File: config.mk
export PLATFORM = sky130hd
export DESIGN_NAME = bolme_birimi_flat
export DESIGN_NICKNAME = d
export VERILOG_FILES = /design/src/rtl/bolme_birimi_pkg.sv /design/src/rtl/bolme_birimi_if.sv /design/src/rtl/bolme_birimi_onbellek.sv /design/src/rtl/bolme_birimi.sv /design/src/flat_wrapper.sv
export SDC_FILE = /design/constraint.sdc
export NUM_CORES = 1
export LEC_CHECK = 0
export CORE_UTILIZATION = 53
export DETAILED_ROUTE_END_ITERATION = 12
export PLACE_DENSITY_LB_ADDON = 0.2
export SKIP_LAST_GASP = 1
export SLEW_MARGIN = 25
export SYNTH_ARGS = -nofsm -noshare
export SYNTH_HDL_FRONTEND = slang
export SYNTH_SLANG_ARGS = --single-unit
File: constraint.sdc
create_clock -name clk_i -period 7.8 [get_ports clk_i]
set_clock_uncertainty 0.2 [all_clocks]
set_input_delay 1.56 -clock clk_i [delete_from_list [all_inputs] [get_ports clk_i]]
set_output_delay 1.56 -clock clk_i [all_outputs]
set_load 0.02 [all_outputs]
File: src/rtl/bolme_birimi_pkg.sv
// Shared definitions for the iterative divider: operation codes, FSM states and decode helpers.
package bolme_birimi_pkg;

    localparam logic [1:0] BOLME_DIV  = 2'b00;
    localparam logic [1:0] BOLME_DIVU = 2'b01;
    localparam logic [1:0] BOLME_REM  = 2'b10;
    localparam logic [1:0] BOLME_REMU = 2'b11;

    typedef enum logic [2:0] {
        BOLME_BOSTA   = 3'd0,
        BOLME_MUTLAK1 = 3'd1,
        BOLME_MUTLAK2 = 3'd2,
        BOLME_BOL     = 3'd3,
        BOLME_DUZELT  = 3'd4,
        BOLME_BITTI   = 3'd5
    } durum_t;

    function automatic logic isaretli_mi(input logic [1:0] islem);
        return (islem == BOLME_DIV) || (islem == BOLME_REM);
    endfunction

    function automatic logic kalan_secilir(input logic [1:0] islem);
        return (islem == BOLME_REM) || (islem == BOLME_REMU);
    endfunction

endpackage

File: src/rtl/bolme_birimi_if.sv
// Request/result bundle of the divider. Handshake: basla_i is a one-cycle request taken only
// while idle; mesgul_o covers the busy window and bitti_o pulses once when sonuc_o is valid.
interface bolme_birimi_if #(parameter int VERI_BIT = 32);
    logic                basla_i;
    logic [1:0]          islem_i;
    logic [VERI_BIT-1:0] deger1_i;
    logic [VERI_BIT-1:0] deger2_i;
    logic                mesgul_o;
    logic                bitti_o;
    logic [VERI_BIT-1:0] sonuc_o;

    modport master (output basla_i, islem_i, deger1_i, deger2_i,
                    input  mesgul_o, bitti_o, sonuc_o);
    modport slave  (input  basla_i, islem_i, deger1_i, deger2_i,
                    output mesgul_o, bitti_o, sonuc_o);
endinterface

File: src/rtl/bolme_birimi_onbellek.sv
// Single-entry result cache for the divider, used when BOLME_ONBELLEK_EN is defined.
// Stores operands, signedness and the uncorrected quotient/remainder of the last op.
module bolme_onbellek #(parameter int VERI_BIT = 32) (
    input  logic                clk_i,
    input  logic                rst_i,
    input  logic                yaz_anahtar_i,
    input  logic                yaz_sonuc_i,
    input  logic [VERI_BIT-1:0] deger1_i,
    input  logic [VERI_BIT-1:0] deger2_i,
    input  logic                isaretli_i,
    input  logic [VERI_BIT-1:0] bolum_i,
    input  logic [VERI_BIT-1:0] kalan_i,
    output logic                isabet_o,
    output logic [VERI_BIT-1:0] bolum_o,
    output logic [VERI_BIT-1:0] kalan_o
);
    logic [VERI_BIT-1:0] anahtar1, anahtar2;
    logic                anahtar_isaretli;
    logic                gecerli;

    // The key is captured at acceptance and validated only once the results land.
    always_ff @(posedge clk_i) begin
        if (rst_i) begin
            anahtar1         <= '0;
            anahtar2         <= '0;
            anahtar_isaretli <= 1'b0;
            gecerli          <= 1'b0;
            bolum_o          <= '0;
            kalan_o          <= '0;
        end else if (yaz_anahtar_i) begin
            anahtar1         <= deger1_i;
            anahtar2         <= deger2_i;
            anahtar_isaretli <= isaretli_i;
            gecerli          <= 1'b0;
        end else if (yaz_sonuc_i) begin
            bolum_o <= bolum_i;
            kalan_o <= kalan_i;
            gecerli <= 1'b1;
        end
    end

    assign isabet_o = gecerli && (anahtar1 == deger1_i) && (anahtar2 == deger2_i)
                      && (anahtar_isaretli == isaretli_i);
endmodule

File: src/rtl/bolme_birimi.sv
// Restoring radix-2 divider for DIV/DIVU/REM/REMU driving the shared execute-stage adder.
// Optional BOLME_ONBELLEK_EN adds a last-result cache that skips straight to correction on a hit.
module bolme_birimi
    import bolme_birimi_pkg::*;
#(
    parameter int VERI_BIT = 32
) (
    input  logic              clk_i,
    input  logic              rst_i,
    bolme_birimi_if.slave     bus,
    output logic [VERI_BIT:0] top_deger1_o,
    output logic [VERI_BIT:0] top_deger2_o,
    output logic              top_elde_o,
    input  logic [VERI_BIT:0] top_sonuc_i,
    output durum_t            durum_o
);
    localparam logic [5:0] SON_ADIM = 6'(VERI_BIT - 1);

    durum_t              durum, durum_sonraki;
    logic [VERI_BIT-1:0] bolunen, bolen, kalan, sonuc;
    logic [1:0]          islem;
    logic                isaret1, isaret2;
    logic [5:0]          sayac;

    logic [VERI_BIT:0]   kaydirilan;
    logic [VERI_BIT-1:0] secili;
    logic                duzelt_neg;
    logic                kabul;
    logic                isabet;
    logic [VERI_BIT-1:0] onb_bolum, onb_kalan;

    assign kabul      = (durum == BOLME_BOSTA) && bus.basla_i;
    assign kaydirilan = {kalan, bolunen[VERI_BIT-1]};
    assign secili     = kalan_secilir(islem) ? kalan : bolunen;
    // A zero divisor already yields all ones; negating it would break the RV32M result.
    assign duzelt_neg = kalan_secilir(islem) ? isaret1
                                             : ((isaret1 ^ isaret2) && (bolen != '0));

`ifdef BOLME_ONBELLEK_EN
    bolme_onbellek #(.VERI_BIT(VERI_BIT)) u_onbellek (
        .clk_i         (clk_i),
        .rst_i         (rst_i),
        .yaz_anahtar_i (kabul),
        .yaz_sonuc_i   (durum == BOLME_DUZELT),
        .deger1_i      (bus.deger1_i),
        .deger2_i      (bus.deger2_i),
        .isaretli_i    (isaretli_mi(bus.islem_i)),
        .bolum_i       (bolunen),
        .kalan_i       (kalan),
        .isabet_o      (isabet),
        .bolum_o       (onb_bolum),
        .kalan_o       (onb_kalan)
    );
`else
    assign isabet    = 1'b0;
    assign onb_bolum = '0;
    assign onb_kalan = '0;
`endif

    always_ff @(posedge clk_i) begin
        if (rst_i) durum <= BOLME_BOSTA;
        else       durum <= durum_sonraki;
    end

    always_comb begin
        durum_sonraki = durum;
        case (durum)
            BOLME_BOSTA:   if (bus.basla_i) durum_sonraki = isabet ? BOLME_DUZELT : BOLME_MUTLAK1;
            BOLME_MUTLAK1: durum_sonraki = BOLME_MUTLAK2;
            BOLME_MUTLAK2: durum_sonraki = BOLME_BOL;
            BOLME_BOL:     if (sayac == SON_ADIM) durum_sonraki = BOLME_DUZELT;
            BOLME_DUZELT:  durum_sonraki = BOLME_BITTI;
            BOLME_BITTI:   durum_sonraki = BOLME_BOSTA;
            default:       durum_sonraki = BOLME_BOSTA;
        endcase
    end

    // Every adder use is a subtraction or negation: A + ~B + 1.
    always_comb begin
        top_deger1_o = '0;
        top_deger2_o = '0;
        top_elde_o   = 1'b0;
        bus.mesgul_o = 1'b0;
        bus.bitti_o  = 1'b0;
        case (durum)
            BOLME_MUTLAK1: begin
                bus.mesgul_o = 1'b1;
                if (isaret1) begin
                    top_deger2_o = ~{1'b0, bolunen};
                    top_elde_o   = 1'b1;
                end
            end
            BOLME_MUTLAK2: begin
                bus.mesgul_o = 1'b1;
                if (isaret2) begin
                    top_deger2_o = ~{1'b0, bolen};
                    top_elde_o   = 1'b1;
                end
            end
            BOLME_BOL: begin
                bus.mesgul_o = 1'b1;
                top_deger1_o = kaydirilan;
                top_deger2_o = ~{1'b0, bolen};
                top_elde_o   = 1'b1;
            end
            BOLME_DUZELT: begin
                bus.mesgul_o = 1'b1;
                if (duzelt_neg) begin
                    top_deger2_o = ~{1'b0, secili};
                    top_elde_o   = 1'b1;
                end
            end
            BOLME_BITTI: bus.bitti_o = 1'b1;
            default: ;
        endcase
    end

    always_ff @(posedge clk_i) begin
        if (rst_i) begin
            bolunen <= '0;
            bolen   <= '0;
            kalan   <= '0;
            sonuc   <= '0;
            islem   <= 2'b00;
            isaret1 <= 1'b0;
            isaret2 <= 1'b0;
            sayac   <= '0;
        end else begin
            case (durum)
                BOLME_BOSTA: if (bus.basla_i) begin
                    islem   <= bus.islem_i;
                    isaret1 <= isaretli_mi(bus.islem_i) & bus.deger1_i[VERI_BIT-1];
                    isaret2 <= isaretli_mi(bus.islem_i) & bus.deger2_i[VERI_BIT-1];
                    bolunen <= isabet ? onb_bolum : bus.deger1_i;
                    kalan   <= isabet ? onb_kalan : '0;
                    bolen   <= bus.deger2_i;
                    sayac   <= '0;
                end
                BOLME_MUTLAK1: if (isaret1) bolunen <= top_sonuc_i[VERI_BIT-1:0];
                BOLME_MUTLAK2: if (isaret2) bolen   <= top_sonuc_i[VERI_BIT-1:0];
                BOLME_BOL: begin
                    // Sign bit of the trial difference set means it went negative: restore.
                    kalan   <= top_sonuc_i[VERI_BIT] ? kaydirilan[VERI_BIT-1:0]
                                                     : top_sonuc_i[VERI_BIT-1:0];
                    bolunen <= {bolunen[VERI_BIT-2:0], ~top_sonuc_i[VERI_BIT]};
                    sayac   <= sayac + 6'd1;
                end
                BOLME_DUZELT: sonuc <= duzelt_neg ? top_sonuc_i[VERI_BIT-1:0] : secili;
                default: ;
            endcase
        end
    end

    assign bus.sonuc_o = sonuc;
    assign durum_o     = durum;
endmodule

File: src/flat_wrapper.sv
// flat-port wrapper written by rule: the top's interface ports become plain ports
module bolme_birimi_flat import bolme_birimi_pkg::*;
#(
    parameter int VERI_BIT = 32
)
  (clk_i, rst_i, top_deger1_o, top_deger2_o, top_elde_o, top_sonuc_i, durum_o, bus_basla_i, bus_islem_i, bus_deger1_i, bus_deger2_i, bus_mesgul_o, bus_bitti_o, bus_sonuc_o);
  bolme_birimi_if #(.VERI_BIT(VERI_BIT)) bus_i ();
  input  logic clk_i;
  input  logic rst_i;
  output logic [VERI_BIT:0] top_deger1_o;
  output logic [VERI_BIT:0] top_deger2_o;
  output logic top_elde_o;
  input  logic [VERI_BIT:0] top_sonuc_i;
  output durum_t durum_o;
  input wire logic [$bits(bus_i.basla_i)-1:0] bus_basla_i;
  input wire logic [$bits(bus_i.islem_i)-1:0] bus_islem_i;
  input wire logic [$bits(bus_i.deger1_i)-1:0] bus_deger1_i;
  input wire logic [$bits(bus_i.deger2_i)-1:0] bus_deger2_i;
  output wire logic [$bits(bus_i.mesgul_o)-1:0] bus_mesgul_o;
  output wire logic [$bits(bus_i.bitti_o)-1:0] bus_bitti_o;
  output wire logic [$bits(bus_i.sonuc_o)-1:0] bus_sonuc_o;
  assign bus_i.basla_i = bus_basla_i;
  assign bus_i.islem_i = bus_islem_i;
  assign bus_i.deger1_i = bus_deger1_i;
  assign bus_i.deger2_i = bus_deger2_i;
  assign bus_mesgul_o = bus_i.mesgul_o;
  assign bus_bitti_o = bus_i.bitti_o;
  assign bus_sonuc_o = bus_i.sonuc_o;
  bolme_birimi #(.VERI_BIT(VERI_BIT)) u_core (.clk_i(clk_i), .rst_i(rst_i), .bus(bus_i), .top_deger1_o(top_deger1_o), .top_deger2_o(top_deger2_o), .top_elde_o(top_elde_o), .top_sonuc_i(top_sonuc_i), .durum_o(durum_o));
endmodule
# ---- Word level (Yosys, flattened, before mapping)
# Index checks and enable logic that the tools add are counted.
# W data, S select, Z words.
dict set report word_totals {
  input_bits 102
  wordCells 73
  reg_bits 141
  output_inout_bits 104
}
dict set report op_classes {
  add_sub_neg 1
  bitwise_logic 7
  muxes 28
  eq_ne 13
  n_reduce_logical 15
}
# op n
set op_table {}
lappend op_table {{$mux W32} 8}
lappend op_table {{$mux W33} 4}
lappend op_table {{$pmux W33 S4} 1}
lappend op_table {{$pmux W32 S2} 2}
lappend op_table {{$not A32 Y33} 3}
lappend op_table {{$pmux W32 S3} 1}
lappend op_table {{$reduce_bool A32 Y1} 1}
lappend op_table {{$pmux W3 S5} 1}
lappend op_table {{$pmux W6 S2} 1}
lappend op_table {{$add A6 B1 Y6 const B} 1}
lappend op_table {{$eq A2 B2 Y1 const B} 3}
lappend op_table {{$eq A3 B2 Y1 const B} 2}
lappend op_table {{$eq A3 B3 Y1 const B} 2}
lappend op_table {{$eq A6 B5 Y1 const B} 1}
lappend op_table {{$mux W1} 6}
lappend op_table {{$mux W3} 2}
lappend op_table {{$mux W6} 1}
lappend op_table {{$ne A2 B1 Y1 const B} 3}
lappend op_table {{$reduce_and A2 Y1} 3}
lappend op_table {{$reduce_and A3 Y1} 2}
lappend op_table {{$pmux W1 S4} 1}
lappend op_table {{$reduce_bool A2 Y1} 2}
lappend op_table {{$reduce_or A4 Y1} 1}
lappend op_table {{$eq A3 B1 Y1 const B} 1}
lappend op_table {{other kinds (9)} 11}

# ---- Logic depth before layout (Yosys ltp)
dict set report depth {
  word_depth 6
  mapped_depth 9
  ltp_nobuf 6
}

# ---- Least setup slack after synthesis
# OpenSTA, ideal clock, no wires.
dict set report synth_path {
  path_kind {register to output}
  startpoint {register u_core.bolen[14]}
  endpoint {output top_deger2_o[32]}
  path_stages_with_launch 7
  setup_slack_ns 3.935
  arrival_time_ns 2.105
  t_required_ns 6.040
  cell_sequence {dfxtp_1 or4_1 nor4_1 or3_1 clkbuf_1 nand3_1 buf_4}
}
dict set report synth_via {
  elab_chain_cells 5
}
# element line
set synth_rtl {}
lappend synth_rtl {{from (decl)} bolme_birimi.sv:20} ;# logic [VERI_BIT-1:0] bolunen, bolen, kalan, sonuc;
lappend synth_rtl {{from (signal assigned)} bolme_birimi.sv:136} ;# bolen <= bus.deger2_i;
lappend synth_rtl {{from (signal assigned)} bolme_birimi.sv:140} ;# BOLME_MUTLAK2: if (isaret2) bolen <= top_sonuc_i[VERI_BIT-1:0];
lappend synth_rtl {{$reduce_bool A32 Y1} bolme_birimi.sv:37} ;# : ((isaret1 ^ isaret2) && (bolen != '0));
lappend synth_rtl {{$logic_and A1 B1 Y1} bolme_birimi.sv:37}
lappend synth_rtl {{$mux W1} bolme_birimi.sv:36} ;# assign duzelt_neg = kalan_secilir(islem) ? isaret1
lappend synth_rtl {{$mux W33} bolme_birimi.sv:108} ;# if (duzelt_neg) begin
lappend synth_rtl {{$pmux W33 S4} bolme_birimi.sv:85} ;# case (durum)
lappend synth_rtl {{to (decl)} flat_wrapper.sv:11} ;# output logic [VERI_BIT:0] top_deger2_o;
# No other way between the ends.

# ---- Worst setup path in the final report
dict set report layout_path {
  startpoint {register u_core.islem[1]}
  endpoint {output top_deger2_o[31]}
}
dict set report layout_via {
  elab_chain_cells 6
  word_cells_on_any_way 8
}
# element line
set layout_rtl {}
lappend layout_rtl {{from (decl)} bolme_birimi.sv:21} ;# logic [1:0] islem;
lappend layout_rtl {{from (signal assigned)} bolme_birimi.sv:131} ;# islem <= bus.islem_i;
lappend layout_rtl {{$eq A2 B2 Y1} bolme_birimi_pkg.sv:23} ;# return (islem == BOLME_REM) || (islem == BOLME_REMU);
lappend layout_rtl {{$logic_or A1 B1 Y1 (*)} bolme_birimi_pkg.sv:23}
lappend layout_rtl {{$mux W32} bolme_birimi.sv:34} ;# assign secili = kalan_secilir(islem) ? kalan : bolunen;
lappend layout_rtl {{$not A32 Y33} bolme_birimi.sv:109} ;# top_deger2_o = ~{1'b0, secili};
lappend layout_rtl {{$mux W33 (*)} bolme_birimi.sv:108}
lappend layout_rtl {{$pmux W33 S4 (*)} bolme_birimi.sv:85}
# Mark *: on every way between the ends. The rest lies on a longest branch, timed or not.

==> results.md <==
* Status: completed
* Critical path capture point type: output port
* Yosys cell types at between 40 and 50
* Crit-path max FO at 35
* Layout cells sized above 1 at 0.0871
* Clock sink count at 140
* CP startpoint kind: flop
* Post-placement cell count at 1204
* Critical-path cell list: nor4_1, nand4_1, nor4_1, or3_1, buf_4, o21ai_0, clkdlybuf4s50_1
* Pleak at a little under 4 nW
* Synth Area in Adders at 0.00163
* RSZ-0062 raised after global routing: no
* Largest family of logic cells by synthesized area: compound AO/OA/AOI/OAI gates
* Critical path's slowest cell: dfxtp_2
* Antenna violations before repair at 0
* Worst-Skew Late Latency at around 420 ps
* Area grow syn2layout at 36.0%
* Die ar. at approximately 0.015 mm^2
* Die Height at approximately 120 um
* Detailed-route via count at 7914
* Inserted Clock Buffers at 17
* CTS root buf: clkbuf_16
* Final worst-path cycle share at 0.732
* Fmax at approximately 180 MHz
* Data required time at the worst endpoint at 6040 ps
* CP most frequent cell: nor4_1
* Initial Utilization at 0.548
* Cell count after synthesis at roughly 890
* Power density over the cells at slightly below 200 mW/mm^2
* Final Cell Area at about 0.010 mm^2
* Worst-path clk slew at 60 ps
* Total GRT Usage at 0.348
* Synth Warn # at 0
* EDFF count, synth at 0
* Non-Filler Instances at roughly 1200
* Dominant synthesized flop cell: dfxtp_1
* Antenna Nets Post-Route at 0
* # diodes at 0
* Setup CP Type: flop to output port
* Dominant cells by area after synthesis: dfxtp_1 (37%), mux2i_1 (13%), nor2_1 (5.4%)
* Net Count, Synth at between 900 and 1000
* Worst-Margin Slew at ~1100 ps
* Minimum clock period at 5710 ps
* Post_cts resized at 0
* Max_slew headroom at 0.288
* # setup viols final at 0
* Setup Fix Bufs, Post-CTS at 0
* Pre-CTS WS at approximately 2700 ps
* Wire per inst at roughly 21 um
* Syn avg cell area at 8.59 um^2
* DRT Pass-1 Iters at 6
* Post-synthesis mux area share at 0.172
* Cell with the most instances after synthesis: dfxtp_1
* First-pass GRT wire length at roughly 40000 um
* Row cnt at 43
* RD Place Congestion at ~0.85
* Fin. max-slew vios at 0
* Async SR Flop Fraction at 0
* DRT Wirelength at between 20000 and 30000 um
* Synth Area in Compound Gates at 0.257
* Iter 0 DRT Violations at 718
* Fin Setup TNS at 0 ps
* #FFs+latches synth at 140
* Final Hold Viols at 0
* Total grt overflow at 0
* CTS tree: built
* Number of global-route vias before repair at about 7500
* CTS Buffer Depth at 2
* Width of the chip at around 120 um
* # nets final at about 1100
* Port bufs at between 200 and 250
* CTS H-tree depth at 4
* Placed inst area at 0.00976 mm^2
* # IOs at ~210
* Detail Placement HPWL at around 16000 um
* Hold-fix buffers at CTS at 0
* Synth top area share at 0.365
* Worst Hold Class: flop to flop
* Yosys top cell by area: dfxtp_1
* # DRC at 0
* Critical path's largest stage delay at ~1000 ps
* Core area at 0.0140 mm^2
* Post-synthesis simple-gate area fraction at 0.151
* Max-cap violations at 0
* PnR worst setup slack at 2090 ps
* Post-synth top cells: dfxtp_1 (140), nor2_1 (110), mux2i_1 (96)
* Maximum vdd drop at roughly 0.00017 V
* Sequential-to-total area share from yosys stat at 0.365
* Critical path arrival at 3950 ps
* Mapped cell area at approximately 0.0077 mm^2
* Largest net degree at the start of global routing at a little over 100
* Power Total at roughly 2.0 mW
* Xor/xnor cell area share of the yosys netlist at 0.00228
* Via-to-Cell Ratio at between 6 and 7
==> power breakdown <==
group | internal, mW | switching [mW] | leakage, nW
clock | 0.557 | 0.315 | 0.304
combinational | 0.167 | 0.202 | 2.43
sequential | 0.754 | 0.0494 | 1.14
==> state kept, by name, indices dropped and copies added, names as in the netlist <==
| name | count |
|---|---|
| u_core.bolen | 32 |
| u_core.bolunen | 32 |
| u_core.bus.sonuc_o | 32 |
| u_core.durum_o | 3 |
| u_core.isaret1 | 1 |
| u_core.isaret2 | 1 |
| u_core.islem | 1 |
| u_core.kalan | 32 |
| u_core.sayac | 6 |
==> per-layer routing <==
| metal | up-vias | global-route usage | part of all wire |
|---|---|---|---|
| li1 | 3623 | - | - |
| met1 | 3797 | 0.434 | 0.40 |
| met2 | 446 | 0.574 | 0.49 |
| met3 | 48 | 0.0753 | 0.089 |
| met4 | 0 | 0.155 | 0.020 |
| met5 | - | 0 | 0 |
==> worst max-delay path: cells and delay by family (launching register included) <==
kind            cells  cell delay [ps]
compound gates      1              300
buf+inv             2             1020
flops               1             1030
simple gates        4             1170
==> cell type report <==
| type | instances | area [um^2] |
|---|---|---|
| fillers | 1068 | 3560 |
| flip-flops and latches | 140 | 2810 |
| repair buffers | 220 | 2210 |
| clock buffers | 20 | 467 |
| inverters | 2 | 7.51 |
| well taps | 180 | 225 |
| clock inverters | 11 | 166 |
| multi-input cells | 663 | 4540 |
==> logic make-up after synthesis <==
group                    Yosys count
AO/OA/AOI/OAI                    278
adder cells (fa/ha/maj)            1
AND/OR/NAND/NOR                  254
XOR/XNOR                           2
buffers and inverters             90
flip-flops                       140
multiplexers                     128
==> metrics by stage <==
step / utilization / hold WS [ps]
floorplan: - / 251
CTS: 0.743 / 290
detailed placement: 0.698 / 282
global placement: 0.694 / 276
finish: 0.746 / 284
global route: 0.746 / 309
==> path summary, 6_finish.rpt <==
kind | startpoint | end | slack, ps | cells past startpoint
min | u_core.sayac[3]$_SDFFE_PP0P_ | u_core.sayac[3]$_SDFFE_PP0P_ | 280 | 1
max | u_core.islem[1]$_SDFFE_PP0P_ | top_deger2_o[31] | 2090 | 7
max reg2reg | u_core.durum_o[2]$_SDFFE_PP0P_ | u_core.sayac[2]$_SDFFE_PP0P_ | 4340 | 6
min reg2reg | u_core.sayac[3]$_SDFFE_PP0P_ | u_core.sayac[3]$_SDFFE_PP0P_ | 280 | 1
==> layout by cell type (no fill, tap or decap), types with 2 or more instances in the layout <==
master,count
a211oi_1,33
a21oi_1,74
a21oi_4,2
a221o_1,32
a22o_1,32
and3_1,35
buf_16,2
buf_4,12
bufinv_16,4
clkbuf_16,17
clkbuf_8,3
clkdlybuf4s50_1,203
clkinv_2,3
clkinvlp_4,3
dfxtp_1,138
dfxtp_2,2
inv_1,2
mux2_2,32
mux2i_1,96
nand2_1,74
nand3_1,3
nand3b_1,7
nor2_1,109
nor2_4,2
nor4_1,8
o211ai_1,33
o21ai_0,35
o22a_1,32
or3_1,2
xnor2_1,2
No activity file was read; power rests on OpenSTA's default activity.
